`config.mk`:
```
export PLATFORM = sky130hd
export DESIGN_NAME = uart_rx_sampler
export DESIGN_NICKNAME = d
export VERILOG_FILES = /design/src/rtl/uart_pkg.sv /design/src/rtl/uart_baud_tick.sv /design/src/rtl/uart_rx_sampler.sv
export SDC_FILE = /design/constraint.sdc
export NUM_CORES = 1
export LEC_CHECK = 0
export ABC_AREA = 1
export CAP_MARGIN = 20
export CORE_ASPECT_RATIO = 0.6
export CORE_MARGIN = 2
export CORE_UTILIZATION = 55
export CTS_CLUSTER_DIAMETER = 120
export DETAILED_ROUTE_END_ITERATION = 7
export PLACE_DENSITY = 0.78
export SLEW_MARGIN = 40
export SYNTH_ARGS = -nofsm -noshare
export SYNTH_HDL_FRONTEND = slang
export SYNTH_SLANG_ARGS = --single-unit
```
`constraint.sdc`:
```
create_clock -name clk -period 2.6 [get_ports clk]
set_input_delay 0.52 -clock clk [delete_from_list [all_inputs] [get_ports clk]]
set_output_delay 0.52 -clock clk [all_outputs]
set_load 0.01 [all_outputs]
```
`src/rtl/uart_pkg.sv`:
```
// uart_pkg: definitions shared by the UART receive and transmit blocks.
//   - FSM state encoding (IDLE, START, DATA, PARITY, STOP)
//   - default oversample ratio
//   - sample indices used for the 3-point majority vote
//   - maj3(): majority-of-three helper
package uart_pkg;

  localparam int OVERSAMPLE_DEF = 8;

  localparam logic [2:0] ST_IDLE   = 3'd0;
  localparam logic [2:0] ST_START  = 3'd1;
  localparam logic [2:0] ST_DATA   = 3'd2;
  localparam logic [2:0] ST_PARITY = 3'd3;
  localparam logic [2:0] ST_STOP   = 3'd4;

  localparam int VOTE_S0 = 3;
  localparam int VOTE_S1 = 4;
  localparam int VOTE_S2 = 5;

  function automatic logic maj3(input logic a, input logic b, input logic c);
    return (a & b) | (a & c) | (b & c);
  endfunction

endpackage

```
`src/rtl/uart_baud_tick.sv`:
```
// uart_baud_tick: free-running prescaler that produces the oversample tick.
//   A 16-bit down-counter; tick_o is high for one clk whenever the count is 0,
//   and the counter then reloads so that the tick period is
//   max(preescalar_data_rate,1) clk. A new prescaler value is picked up at
//   the next reload. Shared by the RX and TX sides.
// Ports:
//   clk                   in   system clock
//   rst                   in   asynchronous reset, active-low
//   preescalar_data_rate  in   clk cycles per tick (0 behaves as 1)
//   tick_o                out  one-clk sample tick
module uart_baud_tick (
  input  logic        clk,
  input  logic        rst,
  input  logic [15:0] preescalar_data_rate,
  output logic        tick_o
);

  logic [15:0] cnt_q, cnt_d;
  logic [15:0] reload;

  always_comb begin
    reload = (preescalar_data_rate == 16'd0) ? 16'd1 : preescalar_data_rate;
    tick_o = (cnt_q == 16'd0);
    // Reloading with period-1 makes the count 0 exactly once per period.
    cnt_d  = tick_o ? (reload - 16'd1) : (cnt_q - 16'd1);
  end

  always_ff @(posedge clk or negedge rst) begin
    if (!rst) cnt_q <= 16'd0;
    else      cnt_q <= cnt_d;
  end

endmodule

```
`src/rtl/uart_rx_sampler.sv`:
```
// uart_rx_sampler: UART receive front-end.
//   Synchronises rtx, oversamples it with the prescaler tick, majority-votes
//   each bit over samples 3/4/5, deserialises LSB first, and presents each
//   byte on a one-entry valid/ready holding register with per-byte flags.
//
//   state  | meaning
//   IDLE   | waiting for a falling edge on the synchronised line
//   START  | checking the start bit (voted 1 = glitch, back to IDLE)
//   DATA   | shifting in DATA_WIDTH bits
//   PARITY | checking even parity (only with UART_RX_PARITY_EN)
//   STOP   | stop bit voted at sample 5, byte delivered, back to IDLE
//
// Configuration macro: UART_RX_PARITY_EN adds an even-parity bit to the
//   frame and drives parity_err_o; without it parity_err_o is tied 0.
// Ports:
//   clk, rst (async, active-low), rtx (serial in, idle high),
//   preescalar_data_rate (clk per sample tick), ready_i (consumer accepts),
//   data_o / valid_o / frame_err_o / parity_err_o (holding register),
//   overrun_o (1-clk pulse: byte dropped), busy_o (FSM not IDLE)
module uart_rx_sampler
  import uart_pkg::*;
#(
  parameter int DATA_WIDTH  = 8,
  parameter int OVERSAMPLE  = OVERSAMPLE_DEF,
  parameter int SYNC_STAGES = 2
) (
  input  logic                  clk,
  input  logic                  rst,
  input  logic                  rtx,
  input  logic [15:0]           preescalar_data_rate,
  input  logic                  ready_i,
  output logic [DATA_WIDTH-1:0] data_o,
  output logic                  valid_o,
  output logic                  frame_err_o,
  output logic                  parity_err_o,
  output logic                  overrun_o,
  output logic                  busy_o
);

  localparam int SW = (OVERSAMPLE > 1) ? $clog2(OVERSAMPLE) : 1;
  localparam int IW = (DATA_WIDTH > 1) ? $clog2(DATA_WIDTH) : 1;
  localparam logic [SW-1:0] S_LAST = SW'(OVERSAMPLE - 1);
  localparam logic [SW-1:0] S_V0   = SW'(VOTE_S0);
  localparam logic [SW-1:0] S_V1   = SW'(VOTE_S1);
  localparam logic [SW-1:0] S_V2   = SW'(VOTE_S2);
  localparam logic [IW-1:0] I_LAST = IW'(DATA_WIDTH - 1);

  logic                  tick;
  logic [SYNC_STAGES-1:0] sync_q;
  logic                  rx_s;
  logic                  rx_prev_q;
  logic [SW-1:0]         s_q, s_d;
  logic [2:0]            vote_q, vote_d;
  logic [2:0]            state_q, state_d;
  logic [IW-1:0]         idx_q, idx_d;
  logic [DATA_WIDTH-1:0] shift_q, shift_d;
  logic [DATA_WIDTH-1:0] data_q, data_d;
  logic                  valid_q, valid_d;
  logic                  ferr_q, ferr_d;
  logic                  ovr_q, ovr_d;
  logic                  bit_mid;
  logic                  stop_vote;
  logic                  deliver;
  logic                  load;
  logic                  consume;

  uart_baud_tick u_baud_tick (
    .clk                  (clk),
    .rst                  (rst),
    .preescalar_data_rate (preescalar_data_rate),
    .tick_o               (tick)
  );

  assign rx_s = sync_q[SYNC_STAGES-1];

  always_ff @(posedge clk or negedge rst) begin
    if (!rst) begin
      sync_q    <= '1;
      rx_prev_q <= 1'b1;
    end else begin
      sync_q    <= {sync_q[SYNC_STAGES-2:0], rtx};
      rx_prev_q <= rx_s;
    end
  end

  // Vote used at the end of a bit; the stop bit is decided at sample 5
  // using the live third sample so the FSM can leave half a bit early.
  assign bit_mid   = maj3(vote_q[0], vote_q[1], vote_q[2]);
  assign stop_vote = maj3(vote_q[0], vote_q[1], rx_s);
  assign deliver   = tick && (state_q == ST_STOP) && (s_q == S_V2);

  always_comb begin
    s_d    = s_q;
    vote_d = vote_q;
    if (state_q == ST_IDLE) begin
      s_d = '0;
    end else if (tick) begin
      s_d = (s_q == S_LAST) ? '0 : s_q + 1'b1;
      if (s_q == S_V0) vote_d[0] = rx_s;
      if (s_q == S_V1) vote_d[1] = rx_s;
      if (s_q == S_V2) vote_d[2] = rx_s;
    end
  end

`ifdef UART_RX_PARITY_EN
  logic par_int_q, par_int_d;
  logic perr_q, perr_d;
`endif

  always_comb begin
    state_d = state_q;
    idx_d   = idx_q;
    shift_d = shift_q;
`ifdef UART_RX_PARITY_EN
    par_int_d = par_int_q;
`endif
    case (state_q)
      ST_IDLE: begin
        if (rx_prev_q && !rx_s) begin
          state_d = ST_START;
          idx_d   = '0;
        end
      end
      ST_START: begin
        if (tick && s_q == S_LAST) state_d = bit_mid ? ST_IDLE : ST_DATA;
      end
      ST_DATA: begin
        if (tick && s_q == S_LAST) begin
          shift_d[idx_q] = bit_mid;
          if (idx_q == I_LAST) begin
`ifdef UART_RX_PARITY_EN
            state_d = ST_PARITY;
`else
            state_d = ST_STOP;
`endif
          end else begin
            idx_d = idx_q + 1'b1;
          end
        end
      end
      ST_PARITY: begin
`ifdef UART_RX_PARITY_EN
        if (tick && s_q == S_LAST) begin
          par_int_d = bit_mid ^ (^shift_q);
          state_d   = ST_STOP;
        end
`else
        state_d = ST_IDLE;
`endif
      end
      ST_STOP: begin
        if (deliver) state_d = ST_IDLE;
      end
      default: state_d = ST_IDLE;
    endcase
  end

  // Holding register: a load on the same edge as a consume keeps valid high.
  assign load    = deliver && (!valid_q || ready_i);
  assign consume = valid_q && ready_i;

  always_comb begin
    data_d  = data_q;
    valid_d = valid_q;
    ferr_d  = ferr_q;
    ovr_d   = deliver && valid_q && !ready_i;
`ifdef UART_RX_PARITY_EN
    perr_d  = perr_q;
`endif
    if (load) begin
      data_d  = shift_q;
      valid_d = 1'b1;
      ferr_d  = ~stop_vote;
`ifdef UART_RX_PARITY_EN
      perr_d  = par_int_q;
`endif
    end else if (consume) begin
      valid_d = 1'b0;
      ferr_d  = 1'b0;
`ifdef UART_RX_PARITY_EN
      perr_d  = 1'b0;
`endif
    end
  end

  always_ff @(posedge clk or negedge rst) begin
    if (!rst) begin
      s_q     <= '0;
      vote_q  <= '0;
      state_q <= ST_IDLE;
      idx_q   <= '0;
      shift_q <= '0;
      data_q  <= '0;
      valid_q <= 1'b0;
      ferr_q  <= 1'b0;
      ovr_q   <= 1'b0;
`ifdef UART_RX_PARITY_EN
      par_int_q <= 1'b0;
      perr_q    <= 1'b0;
`endif
    end else begin
      s_q     <= s_d;
      vote_q  <= vote_d;
      state_q <= state_d;
      idx_q   <= idx_d;
      shift_q <= shift_d;
      data_q  <= data_d;
      valid_q <= valid_d;
      ferr_q  <= ferr_d;
      ovr_q   <= ovr_d;
`ifdef UART_RX_PARITY_EN
      par_int_q <= par_int_d;
      perr_q    <= perr_d;
`endif
    end
  end

  assign data_o      = data_q;
  assign valid_o     = valid_q;
  assign frame_err_o = ferr_q;
  assign overrun_o   = ovr_q;
  assign busy_o      = (state_q != ST_IDLE);
`ifdef UART_RX_PARITY_EN
  assign parity_err_o = perr_q;
`else
  assign parity_err_o = 1'b0;
`endif

endmodule

```
* After elaboration in Yosys (flattened, before gate mapping) *
Cells that the tools add are included.

storage, ports and cells
  register bits = 50
  input bits = 20

cells by class
  $add $sub $neg = 4
  $lt $le $gt $ge = 2
  eq/ne operators = 14
  muxes and demuxes = 22
  bitwise operators = 11
  reductions and logical operators = 26

operators with widths
  cell                                                                          number
  3-bit two-way mux                                                             11
  16-bit logical NOT                                                            2
  16-bit two-way mux                                                            2
  16-bit by 1-bit subtractor with 16-bit output, second input constant          2
  3-bit == test, second input constant                                          5
  3-bit one-hot mux with 4 select lines                                         1
  2-bit != test, second input constant                                          5
  1-bit logical AND                                                             9
  3-bit AND reduction                                                           3
  8-bit bitwise mux                                                             1
  3-bit by 1-bit adder with 3-bit output, second input constant                 2
  3-bit by 2-bit == test with 1-bit output, second input constant               2
  3-bit one-hot mux with 2 select lines                                         1
  2-bit nonzero test                                                            3
  1-bit AND                                                                     5
  5-bit AND reduction                                                           1
  3-bit by 4-bit less-than comparator with 1-bit output, second input constant  1
  1-bit two-way mux                                                             4
  1-bit OR                                                                      4
  4-bit AND reduction                                                           1
  1-bit demux with 3-bit select                                                 1
  3-bit by 1-bit == test with 1-bit output, second input constant               1
  3-bit by 1-bit >= comparator with 1-bit output, second input constant         1
  1-bit logical NOT                                                             3
  other kinds (7)                                                               8

* Logic depth before layout (Yosys ltp) *
Gate-level depths: netlist of run 1.

  word-level depth = 6
  gate-level depth with buffers = 13
  depth with buffers taken out = 13

* Modules after synthesis *
Synthesis of run 1 repeated with hierarchy kept, for this count alone.

second synthesis, totals
  cell total of the unflattened synthesis = 377
  area total of the unflattened synthesis = 2817.7 um2

by module, submodules not included
  module           times used  cells each  area each (um2)  seq. area each (um2)
  uart_rx_sampler  1           188         1621.6           854.6
  uart_baud_tick   1           189         1196.1           400.4

* Least setup slack after synthesis of run 1 *
OpenSTA, ideal clock, no wires.

  kind = register to register
  start = register u_baud_tick.cnt_q[11]
  end = register u_baud_tick.cnt_q[14]
  library setup time = 0.116 ns
  arrival = 1.685 ns
  data required time = 2.484 ns
  setup slack = 0.799 ns
  cell stages (with the launch flop) = 14
  period minus slack after synthesis = 1.801 ns
  cells stage by stage = dfrtp_1 -> nor2_1 -> nand2_1 -> nor2_8 -> nand2_4 -> nor2_1 -> nand2_1 -> nand2_2 -> ha_1 -> nand3_2 -> nor2_2 -> nand2_1 -> nand2_1 -> nand2_1

between the ends
  word-level cells in the longest chain between the ends = 2
  elaborated cells between the ends (all ways) = 3
  those cells by class = add/sub (1); mux (1); reduce/logical (1)

RTL lines
  element                                                                                     RTL line                                    RTL
  start, declared                                                                             uart_baud_tick.sv:18                        logic [15:0] cnt_q, cnt_d;
  start signal, assigned                                                                      uart_baud_tick.sv:30                        else cnt_q <= cnt_d;
  16-bit by 1-bit subtractor with 16-bit output / 16-bit logical NOT (equally long branches)  uart_baud_tick.sv:25, uart_baud_tick.sv:23
  16-bit two-way mux (*)                                                                      uart_baud_tick.sv:25                        cnt_d = tick_o ? (reload - 16'd1) : (cnt_q - 16'd1);
  named net u_baud_tick.cnt_d[14]                                                             uart_baud_tick.sv:18

The timed path passes the listed nets; every way through them passes the cells marked *.
A chain may end at the register's enable or synchronous reset.

* Worst setup path in the final report of run 1 *
  start = register u_baud_tick.cnt_q[11]
  end = register u_baud_tick.cnt_q[8]

between the ends
  word-level cells in the longest chain between the ends = 2

RTL lines
  element                         RTL line              RTL
  16-bit logical NOT              uart_baud_tick.sv:23  tick_o = (cnt_q == 16'd0);
  16-bit two-way mux              uart_baud_tick.sv:25
  named net u_baud_tick.cnt_d[8]  uart_baud_tick.sv:18

The timed path passes the listed nets, and every way through them passes these cells.

==> results.md, run 1 <==
* Inserted Clock Buffers at 5
* Critical path arrival at 2.41 ns
* Crit path max fanout at 19
* Rel. slew slack at 0.582
* Layout cell share with drive strength beyond 1 at 0.0920
* Int Pwr at 1.13 mW
* Actual slew at the worst max-slew pin at 0.627 ns
* Tcrit/Tclk final at 0.837
* CTS tree: built
* Clock Power Share at 0.264
* Largest net degree at the start of global routing at 51
* Final #Nets at 452
* Hold/Removal Path Class: primary input to async pin
* Final clock skew at 0.00665 ns
* Total Routed Length at 6.44 mm
* Pwr Total at 1.64 mW
* Syn Nets at 416
* Top post-synthesis cells by area: dfrtp_1 (41%), nand2_1 (14%), nand3_1 (8.3%)
* DRC at 0
* Cell chosen for the clock root: clkbuf_8
* Area of the die at 0.00587 mm²
* Required time of the critical path at 2.83 ns
* Sink Count at 50
* Drt pass-1 iters at 5
* Gr usage total at 0.243
* Synthesized flop and latch total at 50
* Mapped cell area at 0.00289 mm²
* Initial antenna violation count at 0
* RSZ-0062 raised after global routing: no
* Setup TNS at 0 ns
* Post-synth EDFFs at 0
* Yosys warns at 0
* Post-synthesis cell type count at 34
* Post-synth top cells: nand2_1 (108), inv_1 (59), nand3_1 (48)
* Diodes inserted at 0
* Gr ovfl total at 0
* Power per cell area at 491 mW/mm²
* Clk slew on worst S/H paths at 0.09 ns
* Post-CTS Hold Fix Bufs at 0
* Via count of the routed design at 2470
* Buffers added on ports at 31
* # rows at 20
* Initial Util at 0.572
* I/O pin total at 33
* Synth async-reset ratio at 1.00
* # H-tree levels at 2
* Static leakage at 1.75 nW
* Post-CTS sizing at 0
* Hpwl dp at 4.98 mm
* Setup bufs post-CTS at 0
* Yosys top cell area share at 0.407
* Share of power burned in registers at 0.518
* Switching share of power at 0.314
* Total core area at 0.00505 mm²
* Final min period at 2.18 ns
* Routed Antenna Nets at 0
* Maximum vdd drop at 0.310 mV
* Reg area at 0.00125 mm²
* Status: finished clean
* Max_cap viols at 0
* Area leader, netlist: dfrtp_1
* Comb pwr share at 0.218
* Final Setup Violations at 0
* Vias in the first global route at 2273
* Slew Viols, Final at 0
* Later-pin clock latency in the skew report at 0.30 ns
* DR WL/cell at 13.1 µm
* Sw power at 0.515 mW
* First-pass GRT wire length at 11.0 mm
* Final-report hold violation count at 0
* Fill cells at 422
* Layout area overhead at 15.4%
* Most frequently used flop master after synthesis: dfrtp_1
* Multi-input logic area at 0.00135 mm²
* Most common cell in the netlist: nand2_1
* Critical path startpoint category: flop
* Vias per cell at 5.04
* Clock buffer depth at 2
* RD Place Congestion at 1.02
* Post-Synthesis Cells at 388
* Crit Path Class: flop to flop
* Number of cells on the worst reg-to-reg path at 12
* Register area share after synthesis at 0.434
* CP endpoint kind: flop
* Die H at 60.2 µm
* Drt initial violations at 200
* Die Span X at 97.6 µm
* Syn Area/Cell at 7.45 µm²
* Fmax at 0.459 GHz
layout by cell type (no fill, tap or decap), drive strengths merged:
cell type / count
o31ai: 1
o21ai: 23
dfrtp: 47
nand2: 116
clkbuf: 5
nand3b: 2
o21bai: 1
clkinv: 2
conb: 1
a31oi: 1
nor2: 49
ha: 8
nand3: 49
clkdlybuf4s50: 30
buf: 4
nor3: 2
inv: 65
a21oi: 4
dfstp: 3
nor4: 1
and3: 1
a21boi: 1
o22ai: 1
xor2: 6
nand4: 1
worst paths after layout:
check	from	endpoint	slack (ns)
max	u_baud_tick.cnt_q[11]	u_baud_tick.cnt_q[8]	0.42
min	rst	vote_q[2]	0.31
max reg2reg	u_baud_tick.cnt_q[11]	u_baud_tick.cnt_q[8]	0.42
min reg2reg	sync_q[0]	sync_q[1]	0.36
max in group asynchronous	rst	valid_o	1.87
min in group clk	sync_q[0]	sync_q[1]	0.36
worst max-delay path, stage by stage (launching register included):
cell and delay [ns]:
dfrtp_1 0.45, nor2_1 0.13, nand2_1 0.13, nor2_8 0.30, nand2_4 0.07, buf_4 0.22, nand2_1 0.10, nand2_2 0.07
ha_1 0.22, nand3_2 0.14, inv_2 0.06, nand2_1 0.08, xor2_1 0.14
sequential cells by signal, summed over array words and instances, names as in the netlist:
register,flops
data_o,8
frame_err_o,1
idx_q,3
overrun_o,1
rx_prev_q,1
s_q,3
shift_q,8
state_q,3
sync_q,2
u_baud_tick.cnt_q,16
valid_o,1
vote_q,3
cell families (layout without fill, tap and decap cells):
group | after synthesis | count (layout) | share of synthesized area
buffers and inverters | 70 | 106 | 0.0991
xor gates and xnor gates | 6 | 6 | 0.0182
and+or+nand+nor | 221 | 221 | 0.350
AOI/OAI and AO/OA | 32 | 32 | 0.0627
adders and majority gates | 8 | 8 | 0.0346
DFF | 50 | 50 | 0.434
other | 1 | 1 | 0.00130
layout make-up:
type,instances,area share
Clock buffer,5,0.0206
Tap cell,66,0.0247
Timing Repair Buffer,34,0.0982
Sequential cell,50,0.376
Inverter,65,0.0731
Multi-Input combinational cell,268,0.404
Clock inverter,2,0.00300
layer usage:
| layer | share of wire | vias up | track usage |
|---|---|---|---|
| met2 | 0.37 | 83 | 0.333 |
| met1 | 0.55 | 1109 | 0.386 |
| li1 | - | 1273 | - |
| met5 | 0 | - | 0 |
| met4 | 0.0079 | 0 | 0.0595 |
| met3 | 0.076 | 5 | 0.0538 |
power groups by stage:
stage               Clock, mW  Combinational (mW)  Sequential, mW
floorplan                   0               0.239           0.854
global placement            0               0.348           0.860
detailed placement          0               0.355           0.862
CTS                     0.445               0.358           0.847
global route            0.480               0.406           0.853
finish                  0.433               0.358           0.849
stage by stage:
stage                     utilization  hold WS, ns  setup WS, ns  cell area [µm²]  std cells
after floorplan                     -        0.224         0.799             2890        388
after global placement          0.645        0.348         0.388             3260        483
after detailed placement        0.645        0.351         0.329             3260        483
after CTS                       0.660        0.339         0.458             3340        490
after global routing            0.660        0.359         0.232             3340        490
final                           0.660        0.310         0.423             3340        490
(Power assumes the default switching activity.)
==> run 2: changes to the inputs <==
Settings changed: CORE_UTILIZATION 55 to 51, PLACE_DENSITY 0.78 to 0.76.
Clock period 2.6 ns to 1.8 ns, I/O delays scaled along.
==> run 2 against run 1 <==
Compared with the run above:
- the run now ends with negative setup slack left
- via count rose by 10%
- maximum frequency rose by 18%
- global-route usage is 0.75 points lower
- cell area up 16%
- register-to-register slack got worse by 0.47 ns
- critical path type unchanged
==> results.md, run 2 (synthesis results as in run 1) <==
* Status: complete, but fails checks
* Violated checks: negative setup slack
* Pwr Total at 2.66 mW (+62%)
* Gr ovfl total at 0 (unchanged)
* Initial Util at 0.524 (-0.0480)
* Required time of the critical path at 2.03 ns (-0.80 ns)
* Inserted Clock Buffers at 5 (unchanged)
* Placed cell count at 518 (+7.2%)
* Diodes inserted at 0 (unchanged)
* Rel. slew slack at 0.530 (-0.0514)
* Power per cell area at 689 mW/mm² (+40%)
* Gr usage total at 0.236 (-0.00750)
* Most common cell after layout, fill and taps aside: nand2_1
* CTS tree: built
* RSZ-0062 raised after global routing: yes
* Top reg by flops: u_baud_tick.cnt_q
* Worst R2R Start: u_baud_tick.cnt_q[13]
* Hold_ws at 0.359 ns (+0.0488 ns)
* Crit-path slowest cell: dfrtp_1
* Fmax at 0.540 GHz (+18%)
* Routed Antenna Nets at 0 (unchanged)
* Total Routed Length at 7.25 mm (+13%)
* Fin cells at 533 (+8.8%)
* Hpwl dp at 5.31 mm (+6.8%)
* Fill cells at 441 (+4.5%)
* Slew Viols, Final at 0 (unchanged)
* Static leakage at 1.98 nW (+13%)
* Final clock skew at 0.00589 ns (-0.000764 ns)
* Critical path startpoint category: flop
* Hold/Removal Path Class: flop to flop
* Crit path max fanout at 4 (-15)
* Cell chosen for the clock root: clkbuf_8
* Max reg flops at 16 (unchanged)
* CP max stage delay at 0.42 ns (-0.03 ns)
* Vias in the first global route at 2357 (+3.7%)
* Setup ws final at -0.0510 ns (-0.474 ns)
* Max_cap viols at 0 (unchanged)
* Layout area overhead at 33.6%
* RD Place Congestion at 0.981 (-3.7%)
* DRC at 0 (unchanged)
* CP endpoint kind: flop
* Die H at 62.3 µm (+3.6%)
* Crit Path Class: flop to flop
* Most common cell on crit path: nand2_2
* Clock buffer depth at 2 (unchanged)
* Final min period at 1.85 ns (-0.326 ns)
* Most frequent cells in the layout: nand2_1 (94), inv_1 (59), dfrtp_1 (47)
* Number of cells on the worst reg-to-reg path at 11 (-1)
* Total core area at 0.00552 mm² (+9.2%)
* I/O pin total at 33 (unchanged)
* Initial antenna violation count at 0 (unchanged)
* # H-tree levels at 2 (unchanged)
* Critical path arrival at 2.08 ns (-0.33 ns)
* Multi-input logic area at 0.00151 mm² (+12%)
* # rows at 21 (+5.0%)
* Worst hold start: sync_q[0]
* Drt pass-1 iters at 4 (-1)
* Final #Nets at 491 (+8.6%)
* Reg area at 0.00125 mm² (unchanged)
* Sink Count at 50 (unchanged)
* Critical Path, Cell by Cell: nor2_2 > nand2_2 > nor2_8 > nand2_4 > buf_4 > nand2_2 > nand2_2 > ha_4 > nand3_4 > buf_4 > xor2_2
* Final Setup Violations at 12 (+12)
* Buffers added on ports at 31 (unchanged)
* Layout cell share with drive strength beyond 1 at 0.248 (+0.156)
* Via count of the routed design at 2725 (+10%)
* Area of the die at 0.00631 mm² (+7.4%)
* Largest net degree at the start of global routing at 36 (-29%)
* Drt initial violations at 169 (-16%)
* First-pass GRT wire length at 11.4 mm (+3.6%)
* Clk slew on worst S/H paths at 0.09 ns (about the same)
* DR WL/cell at 13.6 µm (+3.5%)
* Startpoint of the worst setup timing path: u_baud_tick.cnt_q[13]
* Hold Crit Depth at 0
* Die Span X at 101 µm (+3.7%)
* Tcrit/Tclk final at 1.03 (+0.191)
* Later-pin clock latency in the skew report at 0.31 ns (about the same)
* Setup TNS at -0.259 ns (-0.259 ns)
* Vias per cell at 5.11 (+1.4%)
* Final-report hold violation count at 0 (unchanged)
* Maximum vdd drop at 0.428 mV (+38%)
* Actual slew at the worst max-slew pin at 0.704 ns (+0.0771 ns)
-- run 2: final timing paths --
check                                       endpoint  slack, ns
worst min-delay path                       sync_q[1]       0.36
worst max-delay path            u_baud_tick.cnt_q[4]      -0.05
worst max register to register  u_baud_tick.cnt_q[4]      -0.05
worst min register to register             sync_q[1]       0.36
min in group asynchronous                  vote_q[0]       0.50
max in group asynchronous                 shift_q[3]       0.79
-- run 2: layout make-up --
type / count / area share
Clock buffer: 5 / 0.0178
Clock inverter: 3 / 0.0104
Inverter: 65 / 0.0631
Multi-Input combinational cell: 268 / 0.391
Sequential cell: 50 / 0.325
Tap cell: 69 / 0.0223
Timing Repair Buffer: 73 / 0.170
-- run 2: power breakdown --
part	switching, mW	leakage (nW)	total (mW)	internal [mW]
Combinational	0.374	1.30	0.640	0.265
Clock	0.384	0.0579	0.794	0.410
Sequential	0.0564	0.627	1.23	1.17
-- run 2: timing repair --
| item | 4_1_cts | 5_1_grt |
|---|---|---|
| setup buffers | 1 | 5 |
| endpoints found under the hold margin | 12 | 0 |
| endpoints found under the setup margin | 27 | 34 |
| pin swaps | 11 | 10 |
| cloned | 0 | 0 |
| hold buffers | 1 | 0 |
| resized for setup | 18 | 35 |
-- run 2: metal layers --
metal,vias to the layer above,wire length (µm),GRT usage
li1,1355,-,-
met1,1260,3560,0.379
met2,105,2960,0.310
met3,5,673,0.0631
met4,0,56,0.0591
met5,-,0,0
-- run 2: stage by stage --
step / util / instance area [µm²] / worst slack (ns)
after global placement: 0.639 / 3530 / -0.260
after global routing: 0.700 / 3860 / -0.116
after CTS: 0.673 / 3710 / 0.000227
after floorplan: - / 2890 / -0.00138
final: 0.700 / 3860 / -0.0510
after detailed placement: 0.639 / 3530 / -0.296
-- run 2: critical path: cells and delay by family (launching register included) --
| kind | cells | cell delay [ns] |
|---|---|---|
| xor+xnor | 1 | 0.15 |
| fa+ha+maj | 1 | 0.18 |
| buf+inv | 2 | 0.30 |
| flops | 1 | 0.42 |
| simple gates | 7 | 0.71 |
==> run 3: changes to the inputs <==
Settings changed: SETUP_SLACK_MARGIN from default to 0.2, SLEW_MARGIN 40 to 20.
==> run 3 against run 2 <==
Compared with the run above:
- the flow still finishes with violations (negative setup slack)
- clock power is 1% lower
- sequential power about the same
- power fell by 0.66%
- critical path depth stayed put
- cell area up 2.3%
- largest power group unchanged
==> results.md, run 3 (synthesis results as in run 1) <==
* Most frequent cells in the layout: nand2_1 (97), inv_1 (59), buf_4 (51)
* Met2 Track Usage GR at 0.334 (+0.0232)
* Int Pwr at 1.85 mW (+0.25%)
* Switching share of power at 0.300 (-0.00632)
* DP Worst Slack at -0.234 ns (+0.0620 ns)
* Clock Power Share at 0.297 (about the same)
* Most common cell after layout, fill and taps aside: nand2_1
* Required time of the critical path at 1.99 ns (-0.04 ns)
* Clk slew on worst S/H paths at 0.09 ns (about the same)
* Final Setup Violations at 23 (+11)
* Top delay family on crit path: simple AND/OR/NAND/NOR gates
* Total core area at 0.00552 mm² (unchanged)
* Buffers added on ports at 31 (unchanged)
* CP endpoint kind: flop
* Crit-path slowest cell: dfrtp_1
* RD Place Congestion at 0.931 (-5.1%)
* Drt pass-1 iters at 5 (+1)
* Sink Count at 50 (unchanged)
* Power per cell area at 669 mW/mm² (-2.9%)
* RSZ-0062 raised after global routing: yes
* Final instance area at 0.00395 mm² (+2.3%)
* I/O pin total at 33 (unchanged)
* Placed cell count at 524 (+1.2%)
* Clock buffer depth at 2 (unchanged)
* Area of the die at 0.00631 mm² (unchanged)
* GR Util met3 at 0.0687 (+0.00563)
* Hold_ws at 0.0128 ns (-0.346 ns)
* Placement Cell Area at 0.00362 mm² (+2.5%)
* Layout area overhead at 36.7%
* Final min period at 1.94 ns (+0.0915 ns)
* Fill cells at 424 (-3.9%)
* Maximum vdd drop at 0.455 mV (+6.5%)
* Rel. slew slack at 0.609 (+0.0781)
* Vias per cell at 5.03 (-1.6%)
* Final-report hold violation count at 0 (unchanged)
* Total Routed Length at 7.59 mm (+4.7%)
* Pwr Total at 2.65 mW (-0.66%)
* Gr ovfl total at 0 (unchanged)
* Diodes inserted at 0 (unchanged)
* Status: complete, but fails checks
* Most common cell on crit path: buf_4
* Initial Util at 0.524 (unchanged)
* Setup TNS at -1.37 ns (-1.11 ns)
* Setup ws final at -0.143 ns (-0.0915 ns)
* Slew Viols, Final at 0 (unchanged)
* Top reg by flops: u_baud_tick.cnt_q
* Number of cells on the worst reg-to-reg path at 11 (unchanged)
* Critical Path, Cell by Cell: nor2_1 > nand2_2 > nor2_8 > nand2_4 > buf_4 > nand2_2 > nand2_4 > ha_4 > buf_4 > buf_4 > xor2_1
* Actual slew at the worst max-slew pin at 0.587 ns (-0.117 ns)
* Hold/Removal Path Class: primary input to async pin
* Multi-input logic area at 0.00149 mm² (-1.3%)
* Inserted Clock Buffers at 5 (unchanged)
* Layout cell share with drive strength beyond 1 at 0.251 (+0.00320)
* Buf/Inv on CP at 3 (+1)
* Largest net degree at the start of global routing at 51 (+42%)
* Later-pin clock latency in the skew report at 0.30 ns (about the same)
* Crit Path Class: flop to flop
* Die Span X at 101 µm (unchanged)
* Max_cap viols at 0 (unchanged)
* Cell chosen for the clock root: clkbuf_8
* Drt initial violations at 287 (+70%)
* Reg2Reg Capture Point: u_baud_tick.cnt_q[2]
* Sw power at 0.793 mW (-2.7%)
* DRC at 0 (unchanged)
* Fmax at 0.515 GHz (-4.7%)
* Max reg flops at 16 (unchanged)
* Initial antenna violation count at 0 (unchanged)
* Reg area at 0.00125 mm² (unchanged)
* Final clock skew at 0.00872 ns (+0.00283 ns)
* Die H at 62.3 µm (unchanged)
* Share of power burned in registers at 0.463 (about the same)
* DR WL/cell at 13.9 µm (+2.0%)
* Critical path startpoint category: flop
* Post-CTS Hold Fix Bufs at 0 (-1)
* # H-tree levels at 2 (unchanged)
* Busiest grt layer: met1
* First-pass GRT wire length at 12.0 mm (+5.4%)
* Comb pwr share at 0.240 (about the same)
* Fin cells at 547 (+2.6%)
* Grt met1 use at 0.391 (+0.0114)
* CTS tree: built
* Via count of the routed design at 2751 (+0.95%)
* Static leakage at 2.13 nW (+7.4%)
* Critical path arrival at 2.13 ns (+0.05 ns)
* Final core occ at 0.717 (+0.0163)
* Final #Nets at 505 (+2.9%)
* Gr usage total at 0.246 (+0.0104)
* Hpwl dp at 5.66 mm (+6.5%)
* Tcrit/Tclk final at 1.08 (+0.0508)
* Violated checks: negative setup slack
* Routed Antenna Nets at 0 (unchanged)
* Vias in the first global route at 2540 (+7.8%)
* Crit path max fanout at 6 (+2)
* R2R setup slack at -0.14 ns (-0.09 ns)
* CP max stage delay at 0.42 ns (about the same)
* Worst R2R Start: u_baud_tick.cnt_q[12]
* # rows at 21 (unchanged)
[run 3: worst register-to-register path, stage by stage (launching register included)]
cell     delay, ns
dfrtp_1       0.42
nor2_1        0.16
nand2_2       0.11
nor2_8        0.17
nand2_4       0.11
buf_4         0.16
nand2_2       0.07
nand2_4       0.06
ha_4          0.17
buf_4         0.12
buf_4         0.12
xor2_1        0.16
[run 3: final cells by class]
type / count / area share
Inverter: 65 / 0.0617
Sequential cell: 50 / 0.317
Timing Repair Buffer: 86 / 0.194
Clock inverter: 2 / 0.00949
Clock buffer: 6 / 0.0184
Multi-Input combinational cell: 269 / 0.377
Tap cell: 69 / 0.0218
[run 3: per-layer routing]
layer  part of all wire  wire length [µm]
met1               0.49              3730
met5                  0                 0
met3              0.082               624
met4              0.010                76
met2               0.42              3160
[run 3: repair_timing]
action                                  CTS  global route
buffers inserted                          6             8
cloned                                    0             1
gates resized for setup                  22            22
endpoints found under the setup margin   41            48
pin swaps                                 5            14
[run 3: worst max path at each step]
stage	startpoint	cells after the start	slack, ns	endpoint
final	u_baud_tick.cnt_q[12]	11	-0.14	u_baud_tick.cnt_q[2]
after global routing	u_baud_tick.cnt_q[12]	13	-0.26	u_baud_tick.cnt_q[14]
after CTS	u_baud_tick.cnt_q[2]	13	-0.01	u_baud_tick.cnt_q[14]
after detailed placement	preescalar_data_rate[9]	12	-0.23	u_baud_tick.cnt_q[8]
after global placement	preescalar_data_rate[9]	12	-0.21	u_baud_tick.cnt_q[8]
after floorplan	u_baud_tick.cnt_q[2]	12	0.09	u_baud_tick.cnt_q[8]
[run 3: power by group through the flow]
| stage | combinational [mW] | clock, mW | sequential, mW |
|---|---|---|---|
| 2_1_floorplan | 0.346 | 0 | 1.23 |
| 3_3_place_gp | 0.523 | 0 | 1.24 |
| 3_5_place_dp | 0.537 | 0 | 1.24 |
| 4_1_cts | 0.546 | 0.816 | 1.22 |
| 5_1_grt | 0.711 | 0.842 | 1.23 |
| 6_report | 0.636 | 0.785 | 1.23 |
